$ cat config.mk
export PLATFORM = sky130hd
export DESIGN_NAME = reset_sequencer_flat
export DESIGN_NICKNAME = d
export VERILOG_FILES = /design/src/rtl/reset_sequencer_pkg.sv /design/src/rtl/reset_sequencer_if.sv /design/src/rtl/reset_sequencer_sync_chain.sv /design/src/rtl/reset_sequencer.sv /design/src/flat_wrapper.sv
export SDC_FILE = /design/constraint.sdc
export NUM_CORES = 1
export LEC_CHECK = 0
export CORE_MARGIN = 4
export CORE_UTILIZATION = 35
export CTS_CLUSTER_DIAMETER = 50
export DETAILED_ROUTE_END_ITERATION = 10
export PLACE_DENSITY = 0.54
export REMOVE_ABC_BUFFERS = 1
export SKIP_CTS_REPAIR_TIMING = 1
export SLEW_MARGIN = 40
export SYNTH_ARGS = -nofsm -noshare
export SYNTH_HDL_FRONTEND = slang
export SYNTH_SLANG_ARGS = --single-unit
$ cat constraint.sdc
create_clock -name clk -period 2.15 [get_ports clk]
set_input_delay 0.3225 -clock clk [delete_from_list [all_inputs] [get_ports clk]]
set_output_delay 0.3225 -clock clk [all_outputs]
set_load 0.05 [all_outputs]
$ cat src/rtl/reset_sequencer_pkg.sv
// Shared types and helpers for the reset sequencer: FSM state encoding and
// the sizing function for the shared delay counter.
package rst_seq_pkg;

  typedef enum logic [1:0] {
    HOLD    = 2'd0,
    RELEASE = 2'd1,
    DONE    = 2'd2
  } state_t;

  // Counter must hold the larger of the two delays; the +1 keeps a single-cycle
  // delay at a legal one-bit width.
  function automatic int cnt_width(input int min_hold, input int stage_dly);
    int m;
    m = (min_hold > stage_dly) ? min_hold : stage_dly;
    return $clog2(m + 1);
  endfunction

endpackage

$ cat src/rtl/reset_sequencer_if.sv
// Software-facing side of the reset sequencer: re-reset request, sequenced
// reset outputs, completion flag and the FSM state for observation.
interface reset_sequencer_if #(
  parameter int NUM_OUT = 3
);
  import rst_seq_pkg::*;

  // sw_rst_req is a level request with no acknowledge: every posedge that sees
  // it high (once the raw reset is synchronised out) re-asserts all outputs and
  // restarts the release sequence; there is no valid/ready pairing.
  logic               sw_rst_req;
  logic [NUM_OUT-1:0] rst_n;
  logic               rst_done;
  state_t             state;

  modport master (
    output sw_rst_req,
    input  rst_n,
    input  rst_done,
    input  state
  );

  modport slave (
    input  sw_rst_req,
    output rst_n,
    output rst_done,
    output state
  );

endinterface

$ cat src/rtl/reset_sequencer_sync_chain.sv
// Reset synchroniser: asserts asynchronously with RST_n, releases after STAGES
// clk edges through a chain whose input is tied high.
module reset_sync_chain #(
  parameter int STAGES = 2
) (
  input  logic clk,
  input  logic RST_n,
  output logic sync_n
);

  logic [STAGES-1:0] chain;

  always_ff @(posedge clk or negedge RST_n) begin
    if (!RST_n) begin
      chain <= '0;
    end else begin
      chain <= {chain[STAGES-2:0], 1'b1};
    end
  end

  assign sync_n = chain[STAGES-1];

endmodule

$ cat src/rtl/reset_sequencer.sv
// Sequenced reset generator: synchronises the raw reset, then releases NUM_OUT
// active-low resets one at a time in index order with programmable spacing.
module reset_sequencer
  import rst_seq_pkg::*;
#(
  parameter int SYNC_STAGES = 2,
  parameter int NUM_OUT     = 3,
  parameter int MIN_HOLD    = 4,
  parameter int STAGE_DLY   = 8
) (
  input  logic              clk,
  input  logic              RST_n,
  reset_sequencer_if.slave  bus
);

  localparam int CW    = cnt_width(MIN_HOLD, STAGE_DLY);
  localparam int IDX_W = $clog2(NUM_OUT + 1);

  localparam logic [CW-1:0]    HOLD_LAST  = CW'(MIN_HOLD - 1);
  localparam logic [CW-1:0]    STAGE_LAST = CW'(STAGE_DLY - 1);
  localparam logic [IDX_W-1:0] IDX_LAST   = IDX_W'(NUM_OUT - 1);

  logic               sync_n;
  state_t             state;
  logic [CW-1:0]      cnt;
  logic [IDX_W-1:0]   idx;
  logic [NUM_OUT-1:0] rst_q;
  logic               done_q;

  reset_sync_chain #(
    .STAGES (SYNC_STAGES)
  ) u_sync (
    .clk    (clk),
    .RST_n  (RST_n),
    .sync_n (sync_n)
  );

  // Releasing a bit shifts a one in from the bottom, so the outputs can only
  // ever form a contiguous prefix of released bits starting at index 0.
  always_ff @(posedge clk or negedge RST_n) begin
    if (!RST_n) begin
      state  <= HOLD;
      cnt    <= '0;
      idx    <= '0;
      rst_q  <= '0;
      done_q <= 1'b0;
    end else if (!sync_n || bus.sw_rst_req) begin
      state  <= HOLD;
      cnt    <= '0;
      idx    <= '0;
      rst_q  <= '0;
      done_q <= 1'b0;
    end else begin
      case (state)
        HOLD: begin
          if (cnt == HOLD_LAST) begin
            cnt   <= '0;
            rst_q <= (rst_q << 1) | NUM_OUT'(1);
            if (NUM_OUT > 1) begin
              state <= RELEASE;
              idx   <= IDX_W'(1);
            end else begin
              state  <= DONE;
              done_q <= 1'b1;
            end
          end else begin
            cnt <= cnt + CW'(1);
          end
        end

        RELEASE: begin
          if (cnt == STAGE_LAST) begin
            cnt   <= '0;
            rst_q <= (rst_q << 1) | NUM_OUT'(1);
            if (idx == IDX_LAST) begin
              state  <= DONE;
              done_q <= 1'b1;
            end else begin
              idx <= idx + IDX_W'(1);
            end
          end else begin
            cnt <= cnt + CW'(1);
          end
        end

        DONE: begin
          state <= DONE;
        end

        default: begin
          state <= HOLD;
          cnt   <= '0;
          idx   <= '0;
        end
      endcase
    end
  end

  assign bus.rst_n    = rst_q;
  assign bus.rst_done = done_q;
  assign bus.state    = state;

endmodule

$ cat src/flat_wrapper.sv
// flat-port wrapper written by rule: the top's interface ports become plain ports
module reset_sequencer_flat import rst_seq_pkg::*;
#(
  parameter int SYNC_STAGES = 2,
  parameter int NUM_OUT     = 3,
  parameter int MIN_HOLD    = 4,
  parameter int STAGE_DLY   = 8
)
  (clk, RST_n, bus_sw_rst_req, bus_rst_n, bus_rst_done, bus_state);
  reset_sequencer_if #(.NUM_OUT(NUM_OUT)) bus_i ();
  input  logic clk;
  input  logic RST_n;
  input wire logic [$bits(bus_i.sw_rst_req)-1:0] bus_sw_rst_req;
  output wire logic [$bits(bus_i.rst_n)-1:0] bus_rst_n;
  output wire logic [$bits(bus_i.rst_done)-1:0] bus_rst_done;
  output wire logic [$bits(bus_i.state)-1:0] bus_state;
  assign bus_i.sw_rst_req = bus_sw_rst_req;
  assign bus_rst_n = bus_i.rst_n;
  assign bus_rst_done = bus_i.rst_done;
  assign bus_state = bus_i.state;
  reset_sequencer #(.SYNC_STAGES(SYNC_STAGES), .NUM_OUT(NUM_OUT), .MIN_HOLD(MIN_HOLD), .STAGE_DLY(STAGE_DLY)) u_core (.clk(clk), .RST_n(RST_n), .bus(bus_i));
endmodule
==> impl_metrics.yaml <==
finish:
  area_growth_syn_to_layout_pct: 14.61
  seq_area_um2: 350.3
  layout-drive-gt1-share_pct: 13.19
  multi_input_area_um2: 421.7
  finalInstanceArea_um2: 942.2
  layout.nets: 101
  fill_cells: 228
  antenna_cells: 0
  most-common-layout-cells: "dfrtp_1, clkdlybuf4s50_1, a21oi_1, nor2_1, ha_1"
  final_common_cell: "dfrtp_1"
setup_path:
  critPathLaunchType: "flip-flop"
  crit_path_end: "bus_state[1]"
  timing.rr.end: "u_core.idx[0]"
  path_cells: "clkdlybuf4s50_1"
  slowest_delay_ns: 0.82
  cp-startpoint: "u_core.bus.state[1]"
  critical_path_depth: 1
  r2r_start: "u_core.bus.state[1]"
  worstPathMaxFanout: 4
  critical_path_class: "reg2out"
  worst_setup_path_end_kind: "primary output"
  required_ns: 1.83
  arrival_ns: 1.50
  crit_family: "buffers and inverters"
  worst-path-buf-inv: 1
  rrSetupSlack_ns: 0.40
  cpMaxStageDelayCell: "clkdlybuf4s50_1"
  r2r_cells: 6
sta:
  worst_pin_slew_ns: 0.6450
  finalMaxSlewViolations: 0
  max_freq_mhz: 548.3
  fin_crit_ns: 1.824
  relSlewSlack_pct: 56.87
  setup_viol_count_final: 0
  rsz0062_at_grt: "no"
  finalHoldViolCount: 0
  finalCritPeriodShare_pct: 84.83
  fin_skew_ns: 0.003470
  layout_setup_ws_ns: 0.3262
  tns_ns: 0
global_route:
  grt.total_usage_pct: 10.85
  grt_pass1_wl_um: 2691
  grt_pass1_vias: 547
  grt_max_degree: 15
  grt_remaining_overflow: 0
  antenna_found_initial: 0
clock_tree:
  cts_sinks: 14
  cts_tree: "done"
  htreeDepth: 1
  clockBufferDepth: 2
  clockRootBuffer: "clkbuf_4"
  cts_buffers: 3
  clk_latency_ns: 0.28
  path_clk_slew_ns: 0.09
floorplan:
  die_x_um: 56.47
  num_rows: 17
  core-area_mm2: 0.002233
  die-area_mm2: 0.003188
  die_h_um: 56.47
  num_io_pins: 9
  initial_core_util_pct: 36.81
power_and_ir_drop:
  vdd_ir_drop_max_mv: 0.3948
  power_per_cell_area_mw_per_mm2: 519.3
  p_leak_nw: 0.3847
synthesis:
  syn_area_um2: 822.0
  yosys_warnings: 0
  ys_seq_area_share_pct: 42.62
  ys_ff_latch: 14
  avgSynthCellArea_um2: 9.904
  synth_cells: 83
  yosysUniqueCellTypes: 32
drt:
  first_pass_iters: 4
  routed_wl_um: 1562
  vias_per_cell: 5.101
  via_count: 607
  routedWlPerCell_um: 13.13
  drc_errors: 0
  first_iter_violations: 12
  drtAntennaViolNets: 0
outcome:
  status: "complete, no violations"
placed_design:
  place.detailed.hpwl_um: 1119
  gp_congestion: 0.7261
  pre_cts_ws_ns: 0.4515
  placement.cell_area_um2: 905.9
  portBuffers: 8
hold_path:
  holdPathStages: 0
  hold_path.class: "reg2reg"
job:
  maxCapViolCount: 0
## kinds of logic after synthesis
logic type / synth area share, %
and+or+nand+nor: 21.01
AOI/OAI and AO/OA: 16.90
DFF: 42.62
buffers and inverters: 6.087
adders and majority gates: 9.132
muxes: 3.805
other: 0.4562
## synthesized netlist by cell type (all sizes together)
cell    instances  share of area [%]
a211oi          3                4.0
a21o            1               0.91
a21oi           6                3.7
a31oi           1               0.76
a41oi           1                1.1
and3            1               0.76
and3b           2                2.3
buf             3                3.2
clkbuf          1               0.61
conb            1               0.46
dfrtp          14                 43
ha              6                9.1
inv             5                2.3
mux2            1                1.4
mux2i           2                2.4
nand2           5                2.3
nand2b          2                1.5
nand3           4                2.4
nand4b          1                1.1
nor2            8                4.3
nor2b           2                1.8
nor3            1               0.61
nor3b           2                1.8
nor4b           2                2.1
o21ai           4                2.9
o31ai           4                3.7
## layout make-up
cell class / instances / share of cell area, %
clock buffer: 4 / 3.851
inverter: 5 / 1.992
multi-input combinational: 60 / 44.75
sequential: 14 / 37.18
tap: 28 / 3.718
timing repair buffer: 8 / 8.499
## how the worst min path moves through the flow
stage                           start                endpoint
2_1_floorplan                   RST_n     u_core.bus.rst_done
3_3_place_gp   u_core.u_sync.chain[0]  u_core.u_sync.chain[1]
3_5_place_dp   u_core.u_sync.chain[0]  u_core.u_sync.chain[1]
4_1_cts        u_core.u_sync.chain[0]  u_core.u_sync.chain[1]
5_1_grt        u_core.u_sync.chain[0]  u_core.u_sync.chain[1]
6_report       u_core.u_sync.chain[0]  u_core.u_sync.chain[1]
## where the power goes
group          total, mW  internal (mW)  switching, mW
clock network      0.193          0.103         0.0897
logic             0.0269         0.0102         0.0167
registers          0.270          0.267        0.00251
## metal layers
layer	GRT usage [%]	wire, um	share of wire, %
met1	16.22	822	53
met2	14.03	653	42
met3	4.368	69	4.4
met4	3.051	17	1.1
met5	0	0	0
## stage by stage
stage | power, mW | hold WS (ns) | instances | util [%]
floorplan | 0.2892 | 0.02691 | 79 | -
CTS | 0.4997 | 0.3574 | 119 | 42.18
global placement | 0.3021 | 0.3379 | 115 | 40.56
global route | 0.5161 | 0.3669 | 119 | 42.18
detailed placement | 0.3025 | 0.3347 | 115 | 40.56
finish | 0.4892 | 0.3543 | 119 | 42.18
## registers in the layout (all words and copies together) (netlist names)
name and flops:
u_core.bus.rst_n 3, u_core.bus.state 2, u_core.cnt 4, u_core.u_sync.chain 2, u_core.idx 2, u_core.bus.rst_done 1
No activity file was read; power rests on OpenSTA's default activity.
